## src/rtl/mpeg_pkg.sv

```systemverilog
// Shared types and constants for the MPEG bit-extraction front end.
package mpeg_pkg;

    localparam int WORD_W  = 32;
    localparam int MAX_GET = 32;

    typedef enum logic [2:0] {
        ST_INIT,
        ST_IDLE,
        ST_RESP,
        ST_CONSUME,
        ST_WAIT_LOAD,
        ST_WAIT_FILL
    } state_t;

    // Requests above MAX_GET are treated as a full-window read.
    function automatic logic [5:0] clamp_n(input logic [5:0] n);
        return (n > 6'(MAX_GET)) ? 6'(MAX_GET) : n;
    endfunction

endpackage

```

## src/rtl/mpeg_getbits_if.sv

```systemverilog
// Client request/response channel of mpeg_getbits (show_bits / get_bits).
interface mpeg_getbits_if;
    import mpeg_pkg::*;

    logic              req_valid;
    logic              req_ready;
    logic [5:0]        req_n;
    logic              req_peek;
    logic              rsp_valid;
    logic [WORD_W-1:0] rsp_bits;

    modport master (
        output req_valid, req_n, req_peek,
        input  req_ready, rsp_valid, rsp_bits
    );

    modport slave (
        input  req_valid, req_n, req_peek,
        output req_ready, rsp_valid, rsp_bits
    );

endinterface

```

## src/rtl/mpeg_showbits.sv

```systemverilog
// Combinational extractor: top n bits of a left-aligned window, right-aligned.
module mpeg_showbits
    import mpeg_pkg::*;
(
    input  logic [WORD_W-1:0] ld_bfr,
    input  logic [5:0]        n,
    output logic [WORD_W-1:0] bits
);

    logic [5:0] sh;

    // n = 0 yields a shift of 32, which empties the word.
    assign sh   = 6'(WORD_W) - n;
    assign bits = ld_bfr >> sh;

endmodule

```

## src/rtl/mpeg_getbits.sv

```systemverilog
// Serves show/get bit requests from flushbuffer's window, issues flushes
// for consumed bits, and tracks the consumed-bit position.
module mpeg_getbits
    import mpeg_pkg::*;
#(
    parameter int TIMEOUT = 64,
    parameter int POS_W   = 32
) (
    input  logic              clk,
    input  logic              rst,
    mpeg_getbits_if.slave     cl,
    output logic              flush_valid,
    output logic [WORD_W-1:0] flush_n,
    input  logic              flush_loading,
    input  logic [WORD_W-1:0] ld_bfr,
    output logic [POS_W-1:0]  bitpos,
    output logic              err
);

    localparam int TW = $clog2(TIMEOUT + 1);

    state_t            state;
    logic [TW-1:0]     tmr;
    logic [5:0]        n_q;
    logic [5:0]        n_eff;
    logic              n_bad;
    logic [WORD_W-1:0] shown;
    logic              tmr_done;

    assign n_eff    = clamp_n(cl.req_n);
    assign n_bad    = (cl.req_n > 6'(MAX_GET));
    assign tmr_done = (tmr == TW'(TIMEOUT - 1));

    mpeg_showbits u_showbits (
        .ld_bfr (ld_bfr),
        .n      (n_eff),
        .bits   (shown)
    );

    always_ff @(posedge clk) begin
        if (rst) begin
            state        <= ST_INIT;
            tmr          <= '0;
            n_q          <= '0;
            cl.req_ready <= 1'b0;
            cl.rsp_valid <= 1'b0;
            cl.rsp_bits  <= '0;
            flush_valid  <= 1'b0;
            flush_n      <= '0;
            bitpos       <= '0;
            err          <= 1'b0;
        end else begin
            cl.rsp_valid <= 1'b0;
            flush_valid  <= 1'b0;
            case (state)
                ST_INIT: begin
                    flush_valid <= 1'b1;
                    flush_n     <= '0;
                    tmr         <= '0;
                    state       <= ST_WAIT_LOAD;
                end
                ST_IDLE: begin
                    if (cl.req_valid) begin
                        cl.req_ready <= 1'b0;
                        cl.rsp_valid <= 1'b1;
                        cl.rsp_bits  <= shown;
                        n_q          <= n_eff;
                        if (n_bad)
                            err <= 1'b1;
                        if (cl.req_peek || n_eff == 6'd0) begin
                            state <= ST_RESP;
                        end else begin
                            flush_valid <= 1'b1;
                            flush_n     <= WORD_W'(n_eff);
                            state       <= ST_CONSUME;
                        end
                    end
                end
                ST_RESP: begin
                    cl.req_ready <= 1'b1;
                    state        <= ST_IDLE;
                end
                ST_CONSUME: begin
                    bitpos <= bitpos + POS_W'(n_q);
                    tmr    <= '0;
                    state  <= ST_WAIT_LOAD;
                end
                ST_WAIT_LOAD: begin
                    if (flush_loading) begin
                        tmr   <= '0;
                        state <= ST_WAIT_FILL;
                    end else if (tmr_done) begin
                        err          <= 1'b1;
                        cl.req_ready <= 1'b1;
                        state        <= ST_IDLE;
                    end else begin
                        tmr <= tmr + 1'b1;
                    end
                end
                ST_WAIT_FILL: begin
                    if (!flush_loading || tmr_done) begin
                        if (flush_loading)
                            err <= 1'b1;
                        cl.req_ready <= 1'b1;
                        state        <= ST_IDLE;
                    end else begin
                        tmr <= tmr + 1'b1;
                    end
                end
                default: state <= ST_INIT;
            endcase
        end
    end

endmodule

```

## src/flat_wrapper.sv

```systemverilog
// flat-port wrapper written by rule: the top's interface ports become plain ports
module mpeg_getbits_flat import mpeg_pkg::*;
#(
    parameter int TIMEOUT = 64,
    parameter int POS_W   = 32
)
  (clk, rst, flush_valid, flush_n, flush_loading, ld_bfr, bitpos, err, cl_req_valid, cl_req_n, cl_req_peek, cl_req_ready, cl_rsp_valid, cl_rsp_bits);
  mpeg_getbits_if cl_i ();
  input  logic clk;
  input  logic rst;
  output logic flush_valid;
  output logic [WORD_W-1:0] flush_n;
  input  logic flush_loading;
  input  logic [WORD_W-1:0] ld_bfr;
  output logic [POS_W-1:0] bitpos;
  output logic err;
  input wire logic [$bits(cl_i.req_valid)-1:0] cl_req_valid;
  input wire logic [$bits(cl_i.req_n)-1:0] cl_req_n;
  input wire logic [$bits(cl_i.req_peek)-1:0] cl_req_peek;
  output wire logic [$bits(cl_i.req_ready)-1:0] cl_req_ready;
  output wire logic [$bits(cl_i.rsp_valid)-1:0] cl_rsp_valid;
  output wire logic [$bits(cl_i.rsp_bits)-1:0] cl_rsp_bits;
  assign cl_i.req_valid = cl_req_valid;
  assign cl_i.req_n = cl_req_n;
  assign cl_i.req_peek = cl_req_peek;
  assign cl_req_ready = cl_i.req_ready;
  assign cl_rsp_valid = cl_i.rsp_valid;
  assign cl_rsp_bits = cl_i.rsp_bits;
  mpeg_getbits #(.TIMEOUT(TIMEOUT), .POS_W(POS_W)) u_core (.clk(clk), .rst(rst), .cl(cl_i), .flush_valid(flush_valid), .flush_n(flush_n), .flush_loading(flush_loading), .ld_bfr(ld_bfr), .bitpos(bitpos), .err(err));
endmodule
```

## config.mk

```make
export PLATFORM = sky130hd
export DESIGN_NAME = mpeg_getbits_flat
export DESIGN_NICKNAME = d
export VERILOG_FILES = /design/src/rtl/mpeg_pkg.sv /design/src/rtl/mpeg_getbits_if.sv /design/src/rtl/mpeg_showbits.sv /design/src/rtl/mpeg_getbits.sv /design/src/flat_wrapper.sv
export SDC_FILE = /design/constraint.sdc
export NUM_CORES = 1
export LEC_CHECK = 0
export CORE_MARGIN = 4
export CORE_UTILIZATION = 51
export CTS_CLUSTER_DIAMETER = 200
export CTS_CLUSTER_SIZE = 40
export DETAILED_ROUTE_END_ITERATION = 6
export PLACE_DENSITY = 0.79
export SYNTH_ARGS = -nofsm -noshare
export SYNTH_HDL_FRONTEND = slang
export SYNTH_HIERARCHICAL = 1
export SYNTH_SLANG_ARGS = --single-unit
```

## constraint.sdc

```tcl
create_clock -name clk -period 3.7 [get_ports clk]
set_input_delay 0.74 -clock clk [delete_from_list [all_inputs] [get_ports clk]]
set_output_delay 0.74 -clock clk [all_outputs]
set_load 0.1 [all_outputs]
```

# Word level (Yosys, flattened, before mapping)
# Cells that the tools add are included.
# classes
n_shift,1
magnitude_cmp,1
add_sub_neg,3
n_eq_ne,16
n_reduce_logical,17
bitwise,1
muxes,28
# ops
operator,count
two-way mux 32 bit,2
case mux 32 bit (2 select lines),1
adder 32 x 6 -> 32 bit,1
right shift 32 x 6 -> 32 bit,1
two-way mux 7 bit,3
case mux 7 bit (3 select lines),1
case mux 3 bit (5 select lines),1
two-way mux 1 bit,12
two-way mux 3 bit,4
"inequality test 2 bit, second input constant",5
AND reduction 3 bit,3
"adder 7 x 1 -> 7 bit, second input constant",1
"== test 7 x 6 -> 1 bit, second input constant",1
AND reduction 7 bit,1
"== test 3 x 2 -> 1 bit, second input constant",2
"== test 3 bit, second input constant",2
"greater-than comparator 6 bit, second input constant",1
zero test 6 bit,1
two-way mux 6 bit,1
"inequality test 2 x 1 -> 1 bit, second input constant",3
nonzero test 3 bit,2
"subtractor 6 bit, first input constant",1
AND reduction 5 bit,1
case mux 1 bit (4 select lines),1
13 further kinds,15
# totals
output_inout_bits,100
inputBits,43
wordCells,77
ff_bits,116

# Logic depth before layout (Yosys ltp)
# depth
word_depth,7
mapped_depth,15
mapped_depth_nobuf,10

# Cells and area by module
# The synthesis kept the hierarchy.
# modules_own_cells
module,seq_area_each_um2,cells_per_inst,area_per_inst_um2,n_inst
mpeg_getbits,1801.7,488,4090.2,1
mpeg_showbits,0.0,268,2110.8,1

# Least setup slack after synthesis
# OpenSTA, ideal clock, no wires.
# synth_timing
path_type,input-to-reg
from,input port cl_req_n[0]
to,register u_core.cl.rsp_bits[0]
setup_ps,132
n_path_buf,5
t_arrival_ps,3284
setup_slack_ps,284
path_stages,14
t_required_ps,3568
path_cell_list,nor2b_1 buf_6 inv_2 buf_4 ha_1 buf_6 buf_6 buf_4 mux4_2 mux2_2 a2bb2oi_1 o211ai_1 nand2_1 a21oi_1
# synth_via
elab_chain_len,4
# synth_lines
item,line,text
start: declaration,flat_wrapper.sv:18,input wire logic [$bits(cl_i.req_n)-1:0] cl_req_n;
greater-than comparator 6 bit,mpeg_pkg.sv:18,return (n > 6'(MAX_GET)) ? 6'(MAX_GET) : n;
two-way mux 6 bit *,mpeg_pkg.sv:18,
subtractor 6 bit *,mpeg_showbits.sv:13,assign sh = 6'(WORD_W) - n;
right shift 32 x 6 -> 32 bit *,mpeg_showbits.sv:14,assign bits = ld_bfr >> sh;
net u_core.shown[0],mpeg_getbits.sv:27,logic [WORD_W-1:0] shown;
end signal: assignment,mpeg_getbits.sv:66,cl.rsp_bits <= shown;
end: declaration,mpeg_getbits_if.sv:19,"output req_ready, rsp_valid, rsp_bits"
# The timed path passes the listed nets; every way through them passes the cells marked *.
# A chain may end at the register's enable or synchronous reset.

# Final worst setup path
# layout_timing
from,input port cl_req_n[5]
to,register u_core.cl.rsp_bits[4]
# layout_via
elab_chain_len,4
# layout_lines
item,line,text
greater-than comparator 6 bit,mpeg_pkg.sv:18,
two-way mux 6 bit,mpeg_pkg.sv:18,
net u_core.n_eff[1],mpeg_getbits.sv:25,logic [5:0] n_eff;
subtractor 6 bit,mpeg_showbits.sv:13,
right shift 32 x 6 -> 32 bit,mpeg_showbits.sv:14,
net u_core.shown[4],mpeg_getbits.sv:27,
# The timed path passes the listed nets, and every way through them passes these cells.

==> results.py <==
metrics = {
    "clock_tree": {
        "clockBufferDepth": 2,
        "clock-sinks": 90,
        "cts.htree.levels": 3,
        "cts_setup_buffers": 0,
        "ctsResizeCount": 0,
        "clkLatencyLatePin_ns": 0.35,
        "cts_hold_buf": 0,
        "cts_inserted_buffers": 9,
        "cts_tree": "done",
        "cts.clk_slew.worst_paths_ns": 0.06,
        "cts-root-buf": "clkbuf_16",
    },
    "global_route": {
        "grt_pass1_vias": 5755,
        "antenna_found_initial": 0,
        "grt_max_degree": 48,
        "overflow": 0,
        "grt_util_all_layers_pct": 25.7,
        "grt_pass1_wl_mm": 29.7,
    },
    "die": {
        "die_x_um": 118,
        "placeableCoreArea_mm2": 0.0120,
        "die_h_um": 118,
        "io_pins": 143,
        "die_area_mm2": 0.0140,
        "initial_core_util_pct": 51.8,
        "fp-row-count": 40,
    },
    "placed_design": {
        "post-place-ws_ns": -0.0706,
        "gp_congestion": 0.964,
        "dpl-instance-area_mm2": 0.00758,
        "port_buffers": 116,
        "hpwl_mm": 13.5,
    },
    "sta": {
        "finalCriticalPeriod_ns": 3.46,
        "setup_viol": 0,
        "slew_headroom_pct": 31.3,
        "worst_slack_ns": 0.240,
        "skew_ns": 0.00604,
        "hold_viol": 0,
        "post-route-period-util_pct": 93.5,
        "rsz0062_at_grt": "false",
        "clock.fmax_ghz": 0.289,
        "worst_pin_slew_ns": 1.03,
        "report.final.slew_viol_count": 0,
    },
    "synth": {
        "synth_seq_cells": 90,
        "synth_cells": 756,
        "synthTopCellsByArea": "dfxtp_1, nand2_1, a21oi_1, mux4_2, mux2i_1",
        "synth.avg_cell_area_um2": 8.20,
        "synth.most_common_cell": "nand2_1",
        "synth_common_cells": "nand2_1, dfxtp_1, a21oi_1",
        "yosysTopAreaCell": "dfxtp_1",
        "synth_top_area_share_pct": 29.1,
        "synth_seq_area_share_pct": 29.1,
        "yosysWarnings": 6,
        "dominantRegCellSynth": "dfxtp_1",
        "synthArstFlopShare_pct": 0,
        "synth_area_mm2": 0.00620,
        "synth_edf_count": 0,
        "ys_types": 78,
    },
    "worst_setup_path": {
        "max_stage_delay_ns": 0.60,
        "worst_ep_required_time_ns": 3.90,
        "slowest_stage": "ha_1",
        "crit_arrival_ns": 3.66,
        "crit_fanout": 12,
        "critical_path_class": "primary input to register",
        "setup.worst_path.start_class": "primary input",
        "cp_common_cell": "mux2i_1",
        "endpoint_kind": "register",
        "crit_chain": "clkdlybuf4s50_1 -> nor2b_1 -> inv_1 -> ha_1 -> buf_4 -> mux2_2 -> mux2i_1 -> mux2i_1 -> a32oi_1 -> o221ai_1 -> nand2_1 -> a21oi_1",
    },
    "drt": {
        "vias": 6029,
        "first_pass_iters": 5,
        "route.detailed.drc": 0,
        "drt_iter0_markers": 553,
        "wirelength_mm": 18.2,
        "ant_nets": 0,
        "vias_per_cell": 5.87,
        "wl_per_cell_um": 17.7,
    },
    "power_and_ir_drop": {
        "seq_power_share_pct": 35.4,
        "clock_power_share_pct": 35.0,
        "combPwrFrac_pct": 29.5,
        "pwr_density_cell_mw_per_mm2": 355,
        "p_leak_nw": 2.89,
        "switching_share_pct": 32.3,
        "vdd_drop_max_mv": 0.386,
        "p_int_mw": 1.90,
        "p_switching_mw": 0.908,
    },
    "final_layout": {
        "final_cell_area_mm2": 0.00790,
        "drive_above_1_share_pct": 13.1,
        "fin_nets": 929,
        "area_growth_pct": 27.4,
        "n_antenna_cell": 0,
        "nFillCells": 1009,
    },
    "outcome": {
        "status": "complete, no violations",
    },
    "hold_path": {
        "hp-class": "register to register",
    },
    "run": {
        "maxCapViolCount": 0,
    },
}
[power by group through the flow]
stage          sequential (mW)  clock [mW]  combinational, mW
2_1_floorplan             1.06           0              0.557
3_3_place_gp              1.02           0              0.804
3_5_place_dp              1.02           0              0.812
4_1_cts                  0.994        1.01              0.816
5_1_grt                  0.995        1.04              0.883
6_report                 0.995       0.984              0.828
[area by class of cell]
cell class | instances | area (µm²) | share of cell area, %
multi-input combinational | 595 | 3990 | 50.5
sequential | 90 | 1800 | 22.8
inverter | 20 | 75.1 | 0.950
clock inverter | 4 | 76.3 | 0.966
timing repair buffer | 161 | 1530 | 19.4
tap | 147 | 184 | 2.33
clock buffer | 10 | 239 | 3.03
[kinds of logic (layout without fill, tap and decap cells)]
| family | Yosys count | in the layout | synth area share, % |
|---|---|---|---|
| adder cells (fa/ha/maj) | 10 | 10 | 2.10 |
| buffers and inverters | 96 | 195 | 8.53 |
| other | 1 | 26 | 0.0605 |
| flip-flops | 90 | 90 | 29.1 |
| XOR/XNOR | 29 | 29 | 4.40 |
| AND/OR/NAND/NOR | 286 | 286 | 23.0 |
| AO/OA/AOI/OAI | 175 | 175 | 17.9 |
| multiplexers | 69 | 69 | 15.0 |
[final timing paths]
kind / startpoint / end / slack (ns) / cells after the start
setup / recovery: cl_req_n[5] / u_core/cl.rsp_bits[4] / 0.24 / 12
hold / removal: u_core/err / u_core/err / 0.44 / 2
setup reg to reg: u_core/state[1] / u_core/bitpos[22] / 1.40 / 6
hold reg to reg: u_core/err / u_core/err / 0.44 / 2
[critical path: cells and delay by family]
kind,cells,cell delay (ns)
compound gates,3,0.44
buf+inv,3,0.81
fa+ha+maj,1,0.60
simple gates,2,0.34
mux,3,0.72
[sequential cells by signal, indices dropped and copies added (netlist names)]
name                 count
u_core/bitpos           32
u_core/cl.rsp_bits      32
u_core/tmr               7
u_core/flush_n           6
u_core/n_q               6
u_core/state             3
u_core/cl.req_ready      1
u_core/cl.rsp_valid      1
u_core/err               1
u_core/flush_valid       1
[cell usage in the layout (no fill, tap or decap), drive strengths merged, types with 5 or more instances in the layout]
cell	count
a211oi	6
a21oi	77
a31oi	5
a32o	6
buf	46
clkbuf	10
clkdlybuf4s50	115
conb	26
dfxtp	90
ha	8
inv	20
mux2	21
mux2i	31
mux4	17
nand2	119
nand2b	8
nand3	11
nand3b	7
nand4	8
nor2	60
nor2b	12
nor3	18
nor4	5
o211ai	7
o21ai	26
o221ai	8
o31ai	6
or3	9
or4	6
xnor2	13
xor2	16
[routing by layer]
metal | track usage, % | vias up | routed length [µm]
met3 | 5.79 | 25 | 1300
met2 | 43.8 | 252 | 8970
met4 | 7.18 | 0 | 300
met5 | 0 | - | 0
li1 | - | 2908 | -
met1 | 32.5 | 2844 | 7600
[stage by stage]
stage	power (mW)	TNS, ns	cells	utilization [%]	hold WS [ns]
floorplan	1.61	0	781	-	0.430
global placement	1.82	-0.0375	1013	63.4	0.436
detailed placement	1.83	-0.199	1013	63.4	0.437
CTS	2.82	0	1027	66.0	0.445
global route	2.92	0	1027	66.0	0.473
finish	2.81	0	1027	66.0	0.442
Power figures use the tool's default switching activity.
